**config.mk**
```make
export PLATFORM = sky130hd
export DESIGN_NAME = alu_pipe
export DESIGN_NICKNAME = d
export VERILOG_FILES = /design/src/rtl/alu_pipe.sv
export SDC_FILE = /design/constraint.sdc
export NUM_CORES = 1
export LEC_CHECK = 0
export CORE_ASPECT_RATIO = 1.75
export CORE_UTILIZATION = 54
export CTS_CLUSTER_DIAMETER = 60
export DETAILED_ROUTE_END_ITERATION = 10
export PLACE_DENSITY_LB_ADDON = 0.3
export SYNTH_ARGS = -nofsm -noshare
export SYNTH_HDL_FRONTEND = slang
export SYNTH_SLANG_ARGS = --single-unit
```
**constraint.sdc**
```tcl
create_clock -name clk -period 6.9 [get_ports clk]
set_input_delay 1.035 -clock clk [delete_from_list [all_inputs] [get_ports clk]]
set_output_delay 1.035 -clock clk [all_outputs]
set_load 0.01 [all_outputs]
```
**src/rtl/alu_pipe.sv**
```systemverilog
// Registered, width-parametrised ALU with valid/ready on both sides.
// Iterative shift-add multiply present only when ALU_PIPE_MUL_EN is defined.
module alu_pipe #(
  parameter int unsigned WIDTH = 16,
  parameter int unsigned CNTW  = $clog2(WIDTH)
) (
  input  logic             clk,
  input  logic             rst,
  input  logic             in_valid,
  output logic             in_ready,
  input  logic [WIDTH-1:0] A,
  input  logic [WIDTH-1:0] B,
  input  logic             Cin,
  input  logic [3:0]       Op,
  input  logic             invA,
  input  logic             invB,
  input  logic             sign,
  output logic             out_valid,
  input  logic             out_ready,
  output logic [WIDTH-1:0] Out,
  output logic             Ofl,
  output logic             Z,
  output logic             busy
);

  localparam int unsigned W2 = 2 * WIDTH;
  localparam int unsigned CW = CNTW + 1;

  logic [WIDTH-1:0] opA;
  logic [WIDTH-1:0] opB;
  logic [CNTW-1:0]  shAmt;
  logic [WIDTH:0]   addFull;
  logic [WIDTH-1:0] aluRes;
  logic             aluOfl;
  logic             outFree;
  logic             accept;
  logic             isMulOp;
  logic             loadSingle;
  logic             mulLoad;
  logic [WIDTH-1:0] mulRes;
  logic             mulOfl;

  always_comb begin
    opA   = invA ? ~A : A;
    opB   = invB ? ~B : B;
    shAmt = opB[CNTW-1:0];
  end

  // Single-cycle result and overflow
  always_comb begin
    aluRes  = '0;
    aluOfl  = 1'b0;
    addFull = {1'b0, opA} + {1'b0, opB} + (WIDTH+1)'(Cin);
    unique case (Op)
      4'b0000: aluRes = (opA << shAmt) | (opA >> (WIDTH - shAmt));
      4'b0001: aluRes = opA << shAmt;
      4'b0010: aluRes = (opA >> shAmt) | (opA << (WIDTH - shAmt));
      4'b0011: aluRes = opA >> shAmt;
      4'b0100: begin
        aluRes = addFull[WIDTH-1:0];
        aluOfl = sign ? ((opA[WIDTH-1] == opB[WIDTH-1]) &&
                         (addFull[WIDTH-1] != opA[WIDTH-1]))
                      : addFull[WIDTH];
      end
      4'b0101: aluRes = opA | opB;
      4'b0110: aluRes = opA ^ opB;
      4'b0111: aluRes = opA & opB;
      default: begin
        aluRes = '0;
        aluOfl = 1'b0;
      end
    endcase
  end

  always_comb begin
    outFree    = !out_valid || out_ready;
    in_ready   = !busy && outFree;
    accept     = in_valid && in_ready;
    loadSingle = accept && !isMulOp;
  end

`ifdef ALU_PIPE_MUL_EN
  typedef enum logic [1:0] {IDLE, MUL, DONE} state_t;

  state_t           state;
  state_t           stateNext;
  logic [W2-1:0]    mcand;
  logic [WIDTH-1:0] mplier;
  logic [W2-1:0]    acc;
  logic [CW-1:0]    cnt;
  logic             resNeg;
  logic             mulSigned;
  logic [W2-1:0]    prod;
  logic [WIDTH:0]   prodHi;
  logic [WIDTH-1:0] magA;
  logic [WIDTH-1:0] magB;
  logic             startMul;

  assign isMulOp  = (Op == 4'b1000);
  assign startMul = accept && isMulOp;

  always_ff @(posedge clk) begin
    if (rst) state <= IDLE;
    else     state <= stateNext;
  end

  always_comb begin
    stateNext = state;
    unique case (state)
      IDLE:    if (startMul) stateNext = MUL;
      MUL:     if (cnt == '0) stateNext = DONE;
      DONE:    if (outFree) stateNext = IDLE;
      default: stateNext = IDLE;
    endcase
  end

  always_comb begin
    busy    = (state != IDLE);
    mulLoad = (state == DONE) && outFree;
  end

  // Sign-magnitude operands and final product shaping
  always_comb begin
    magA   = (sign && opA[WIDTH-1]) ? WIDTH'(-opA) : opA;
    magB   = (sign && opB[WIDTH-1]) ? WIDTH'(-opB) : opB;
    prod   = resNeg ? W2'(-acc) : acc;
    prodHi = prod[W2-1:WIDTH-1];
  end

  always_ff @(posedge clk) begin
    if (rst) begin
      mcand     <= '0;
      mplier    <= '0;
      acc       <= '0;
      cnt       <= '0;
      resNeg    <= 1'b0;
      mulSigned <= 1'b0;
      mulRes    <= '0;
      mulOfl    <= 1'b0;
    end else if (state == IDLE && startMul) begin
      mcand     <= {{WIDTH{1'b0}}, magA};
      mplier    <= magB;
      acc       <= '0;
      cnt       <= CW'(WIDTH);
      resNeg    <= sign && (opA[WIDTH-1] ^ opB[WIDTH-1]);
      mulSigned <= sign;
    end else if (state == MUL) begin
      if (cnt != '0) begin
        if (mplier[0]) acc <= acc + mcand;
        mcand  <= mcand << 1;
        mplier <= mplier >> 1;
        cnt    <= cnt - CW'(1);
      end else begin
        mulRes <= prod[WIDTH-1:0];
        mulOfl <= mulSigned ? !((prodHi == '0) || (prodHi == '1))
                            : (prod[W2-1:WIDTH] != '0);
      end
    end
  end
`else
  assign isMulOp = 1'b0;
  assign busy    = 1'b0;
  assign mulLoad = 1'b0;
  assign mulRes  = '0;
  assign mulOfl  = 1'b0;
`endif

  // Output registers: load, hold under back-pressure, or retire
  always_ff @(posedge clk) begin
    if (rst) begin
      out_valid <= 1'b0;
      Out       <= '0;
      Ofl       <= 1'b0;
      Z         <= 1'b1;
    end else if (loadSingle) begin
      out_valid <= 1'b1;
      Out       <= aluRes;
      Ofl       <= aluOfl;
      Z         <= (aluRes == '0);
    end else if (mulLoad) begin
      out_valid <= 1'b1;
      Out       <= mulRes;
      Ofl       <= mulOfl;
      Z         <= (mulRes == '0);
    end else if (out_ready) begin
      out_valid <= 1'b0;
    end
  end

endmodule

```
==> flow_summary_export.csv, run 1 <==
group,metric,value,unit
job,cap_violations,0,
critical_path,worst-setup-path-type,"input port to flip-flop",
global_route,grt_overflow,0,
yosys,syn-cell-area,0.00557,mm²
timing,slew_headroom,18.3,%
placement,postPlaceCellArea,0.00616,mm²
yosys,async_flop_share,0,%
finish,antenna_cells,0,
global_route,grt_use_total,45.4,%
yosys,synthDistinctLibCells,96,
critical_path,critPathCaptureType,"flip-flop",
clock_tree,clk_latency,0.25,ns
drt,ant_nets,0,
clock_tree,clk_pin_slew,0.06,ns
die,die_h,136,µm
finish,syn_to_final_growth,12.1,%
drt,wl,24.2,mm
power_and_ir_drop,clkPwrFrac,12.0,%
timing,hold_viol_final,0,
power_and_ir_drop,total_power,0.00101,W
drt,first_pass_iters,5,
global_route,grt_pass1_wl,36.4,mm
timing,timing.final.crit_share,83.5,%
clock_tree,numCtsBuffers,3,
timing,slew_viol_final,0,
drt,num_vias,6784,
die,die_area,0.0107,mm²
timing,period_needed,5.76,ns
drt,drt_iter0_markers,840,
clock_tree,cts_setup_buffers,0,
timing,rsz0062_at_grt,"no",
finish,finish.utilization,62.6,%
yosys,ys_seq_area_share,6.83,%
yosys,ys.warnings.count,0,
run_status,outcome,"complete, no violations",
timing,setup_violations,0,
clock_tree,clock-root-buffer,"clkbuf_16",
yosys,synth-seq-cells,19,
drt,remaining_drc_errors,0,
yosys,synth_area_leader_cell,"ha_1",
power_and_ir_drop,p_int,0.000485,W
timing,setup_tns,0,ns
global_route,grt_max_degree,41,
drt,avgRoutedWirePerCell,25.4,µm
yosys,syn_inst,797,
critical_path,critPathMaxFanout,3,
placement,portBuffers,63,
clock_tree,ctsHoldBuffers,0,
clock_tree,cts_max_path_buffers,2,
power_and_ir_drop,seq_power_share,12.2,%
die,std_cell_rows,48,
timing,whs,0.465,ns
clock_tree,cts_max_level,1,
die,initial_utilization,55.9,%
power_and_ir_drop,p_switching,0.000523,W
placement,routabilityCongestion,1.08,
finish,final_cell_area,0.00624,mm²
die,die_w,78.8,µm
critical_path,worstPathArrival,5.93,ns
power_and_ir_drop,leakage,2.50,nW
timing,fmax,0.174,GHz
yosys,synth-edff-count,0,
yosys,synth_top_cell_area_share,7.41,%
finish,final_nets,906,
worst_hold_path,hold_path.class,"flip-flop to flip-flop",
yosys,syn-num-nets,875,
clock_tree,ctsResizeCount,0,
power_and_ir_drop,p_per_area,162,mW/mm²
critical_path,worst_ep_required_time,7.07,ns
drt,viasPerCell,7.13,
clock_tree,cts_tree,"built",
die,coreArea,0.00997,mm²
timing,worst_slew_pin_slew,1.22,ns
yosys,synth-main-ff-cell,"dfxtp_1",
power_and_ir_drop,ir_worst_vdd,0.148,mV
power_and_ir_drop,p_comb_share,75.8,%
global_route,grt_pass1_vias,6504,
finish,drive_gt1_share,11.1,%
critical_path,start_kind,"input port",
die,ios,65,
global_route,antenna_found_initial,0,
placement,dpl.hpwl,18.9,mm
yosys,syn_avg_cell_area,6.99,µm²
clock_tree,cts_sinks,19,
power_and_ir_drop,switching_share,51.9,%
yosys,yosys-top-cells-area,"ha_1 7.4%, a21oi_1 7.4%, dfxtp_1 6.8%, nand2_1 6.3%, nor2_1 4.5%",
timing,worst_clock_skew,0.00275,ns
[worst max-delay path, stage by stage]
cell	delay, ns
clkdlybuf4s50_1	0.59
xor2_4	0.21
inv_2	0.06
ha_1	0.27
inv_1	0.08
ha_1	0.21
nand2b_1	0.18
fa_1	0.48
a21o_1	0.23
a31oi_1	0.23
nor3_1	0.07
or4_1	0.56
a31oi_1	0.32
o21ai_1	0.17
xor2_1	0.17
a211o_2	0.36
or4_1	0.46
o31ai_1	0.23
[cell usage after synthesis, drive strengths merged, types with 20 or more instances]
master	n
nor2	69
a211oi	27
ha	33
nand2	96
xor2	20
clkbuf	31
o21ai	46
a21oi	84
buf	25
nand2b	28
inv	38
[cell type report]
type / instances / area (µm²)
fill: 928 / 3730
tap: 125 / 156
clock inverter: 1 / 7.51
multi-input combinational: 683 / 4700
timing repair buffer: 83 / 781
sequential: 19 / 380
clock buffer: 3 / 75.1
inverter: 38 / 143
[state kept, by name (all words and copies together) (netlist names)]
| name | cells |
|---|---|
| Ofl | 1 |
| Z | 1 |
| out_valid | 1 |
| Out | 16 |
[cells by family after synthesis]
kind of cell               count (synthesis)  share of synthesized area (%)
and+or+nand+nor                          304                           27.4
buffers and inverters                     95                           8.94
DFF                                       19                           6.83
xor gates and xnor gates                  39                           7.07
muxes                                     40                           10.6
other                                      1                         0.0673
AOI/OAI and AO/OA                        265                           31.4
adders and majority gates                 34                           7.77
[power by group through the flow]
stage | sequential (W) | combinational (W) | clock (W)
detailed placement | 0.000126 | 0.000728 | 0
floorplan | 0.000129 | 0.000508 | 0
global route | 0.000124 | 0.000804 | 0.000128
finish | 0.000123 | 0.000764 | 0.000121
CTS | 0.000123 | 0.000731 | 0.000121
global placement | 0.000125 | 0.000716 | 0
[layer usage]
metal	up-vias	part of all wire, %	track usage (%)
met5	-	0	0
met4	0	11	39.8
met1	3143	33	48.7
met3	144	9.1	6.11
li1	2974	-	-
met2	523	47	76.7
[through the flow]
step / worst slack, ns / std cells
6_report: 1.14 / 952
4_1_cts: 1.19 / 952
3_3_place_gp: 1.10 / 948
5_1_grt: 0.927 / 952
3_5_place_dp: 0.938 / 948
2_1_floorplan: 1.45 / 797
[path summary, 6_finish.rpt]
kind	from	to	slack (ns)	depth (start not counted)
min reg2reg	Out[4]	Out[4]	0.46	2
min	Out[4]	Out[4]	0.46	2
max	B[0]	Z	1.14	18
max reg2reg	out_valid	Z	3.87	8
[layout by cell type (no fill, tap or decap), types with 5 or more instances in the layout]
cell	count
a211oi_1	26
a21o_1	9
a21oi_1	82
a22oi_1	12
a31oi_1	10
a32oi_1	6
buf_4	20
clkdlybuf4s50_1	63
dfxtp_1	19
ha_1	33
inv_1	35
mux2_2	11
mux2i_1	16
mux4_2	10
nand2_1	94
nand2b_1	28
nand3_1	18
nand4_1	5
nor2_1	67
nor2b_1	18
nor3_1	13
o211ai_1	9
o21a_1	5
o21ai_0	36
o21ai_1	6
o22ai_1	13
or2_2	8
or3_1	7
xnor2_1	17
xor2_1	17
Note: power is estimated with default switching activity, not from simulation.
==> inputs of run 2 (changes only) <==
--- a/config.mk
+++ b/config.mk
@@ -6,7 +6,7 @@
 export NUM_CORES = 1
 export LEC_CHECK = 0
 export CORE_ASPECT_RATIO = 1.75
-export CORE_UTILIZATION = 54
+export CORE_UTILIZATION = 53
 export CTS_CLUSTER_DIAMETER = 60
 export DETAILED_ROUTE_END_ITERATION = 10
 export PLACE_DENSITY_LB_ADDON = 0.3
==> constraint.sdc (replaced) <==
create_clock -name clk -period 5.05 [get_ports clk]
set_input_delay 0.7575 -clock clk [delete_from_list [all_inputs] [get_ports clk]]
set_output_delay 0.7575 -clock clk [all_outputs]
set_load 0.01 [all_outputs]
==> flow_summary_export.csv, run 2 (same netlist as run 1, synthesis figures left out) <==
group,metric,value,unit
clock_tree,cts_max_path_buffers,2,
die,die_w,79.5,µm
drt,ant_nets,0,
finish,antenna_cells,0,
die,initial_utilization,54.4,%
timing,slew_headroom,41.9,%
die,die_area,0.0109,mm²
drt,num_vias,6849,
finish,final_nets,958,
critical_path,worstPathArrival,5.04,ns
timing,worst_clock_skew,0.00164,ns
finish,mostFrequentLayoutCells,"94 x nand2_1, 82 x a21oi_1, 72 x buf_4, 67 x nor2_1, 60 x clkdlybuf4s50_1",
die,die_h,138,µm
clock_tree,cts_max_level,1,
critical_path,worst_path_max_delay_cell,"or4_4",
drt,drt_iter0_markers,810,
timing,slew_viol_final,0,
finish,finish.utilization,65.2,%
drt,first_pass_iters,7,
timing,setup_tns,0,ns
worst_hold_path,hold_path.class,"flip-flop to flip-flop",
finish,largest-register,"Out",
finish,final_cell_area,0.00668,mm²
clock_tree,ctsHoldBuffers,0,
die,coreArea,0.0102,mm²
critical_path,critPathMaxFanout,2,
global_route,grt_max_degree,41,
placement,portBuffers,63,
critical_path,worst-setup-path-type,"input port to flip-flop",
drt,avgRoutedWirePerCell,23.6,µm
finish,syn_to_final_growth,19.8,%
global_route,grt_pass1_vias,6441,
drt,remaining_drc_errors,0,
clock_tree,clk_pin_slew,0.05,ns
finish,largest_register_ffs,16,
critical_path,critPathCaptureType,"flip-flop",
power_and_ir_drop,leakage,2.76,nW
finish,final_common_cell,"nand2_1",
critical_path,start_kind,"input port",
clock_tree,numCtsBuffers,3,
die,std_cell_rows,49,
drt,viasPerCell,6.81,
finish,regArea,380,µm²
run_status,outcome,"complete, no violations",
timing,hold_viol_final,0,
clock_tree,clk_latency,0.25,ns
timing,setup_violations,0,
timing,worst_slew_pin_slew,0.869,ns
clock_tree,cts_sinks,19,
finish,drive_gt1_share,16.8,%
timing,fmax,0.205,GHz
drt,wl,23.7,mm
critical_path,worst_ep_required_time,5.21,ns
global_route,antenna_found_initial,0,
job,cap_violations,0,
placement,dpl.cell_count,1002,
global_route,grt_use_total,43.8,%
timing,period_needed,4.89,ns
critical_path,cp_cell_sequence,"clkdlybuf4s50_1 > xor2_1 > ha_1 > inv_1 > ha_1 > nand2b_1 > fa_2 > a21o_1 > a31oi_4 > nor3_1 > or4_4 > a31oi_4 > o21ai_1 > xor2_1 > a211o_2 > or4_1 > o31ai_1",
power_and_ir_drop,p_per_area,218,mW/mm²
finish,multi_input_area,0.00474,mm²
finish,fin_cells,1006,
die,ios,65,
global_route,grt_overflow,0,
power_and_ir_drop,total_power,0.00146,W
global_route,grt_pass1_wl,35.5,mm
placement,postPlaceCellArea,0.00658,mm²
power_and_ir_drop,ir_worst_vdd,0.217,mV
placement,routabilityCongestion,1.12,
critical_path,cpPeakStageDelay,0.54,ns
placement,dpl.hpwl,18.8,mm
clock_tree,clock-root-buffer,"clkbuf_16",
finish,fill_cells,970,
clock_tree,cts_tree,"built",
timing,timing.final.crit_share,96.8,%
==> run 2: final timing paths <==
check             startpoint  endpoint  slack, ns  cells after the start
setup reg to reg   out_valid         Z       2.52                      9
setup / recovery        A[0]         Z       0.16                     17
hold / removal       Out[14]   Out[14]       0.46                      2
hold reg to reg      Out[14]   Out[14]       0.46                      2
==> run 2: layout make-up <==
type | instances | area share [%]
Clock buffer | 4 | 1.18
Inverter | 38 | 2.14
Multi-Input combinational cell | 683 | 71.1
Sequential cell | 19 | 5.70
Tap cell | 127 | 2.38
Timing Repair Buffer | 135 | 17.5
==> run 2: routing by layer <==
metal	part of all wire, %	track usage (%)
met1	35	49.0
met2	47	72.9
met3	8.1	4.83
met4	10	36.7
met5	0	0
==> run 2: what timing repair did <==
action                     in CTS  in global routing
gates cloned                    0                  0
setup endpoints to repair       1                  1
gates resized for setup         3                  3
setup buffers                   0                  0
==> run 2: critical path, delay by kind of cell <==
kind                       cells  cell delay (ns)
xor gates and xnor gates       2             0.36
buffers and inverters          2             0.47
AOI/OAI and AO/OA              6             1.34
adders and majority gates      3             0.87
and+or+nand+nor                4             1.24
==> run 2: where the power goes <==
part	leakage, nW	internal (W)	switching, W
clock network	0.0382	0.000107	0.0000545
registers	0.157	0.000162	0.00000666
logic	2.57	0.000468	0.000657
total	2.76	0.000738	0.000719
==> run 2: stage by stage <==
step / hold slack (ns) / worst slack [ns]
after global routing: 0.480 / -0.00715
final: 0.463 / 0.163
after CTS: 0.464 / 0.0769
after global placement: 0.445 / -0.246
after detailed placement: 0.457 / -0.360
after floorplan: 0.481 / 0.0287
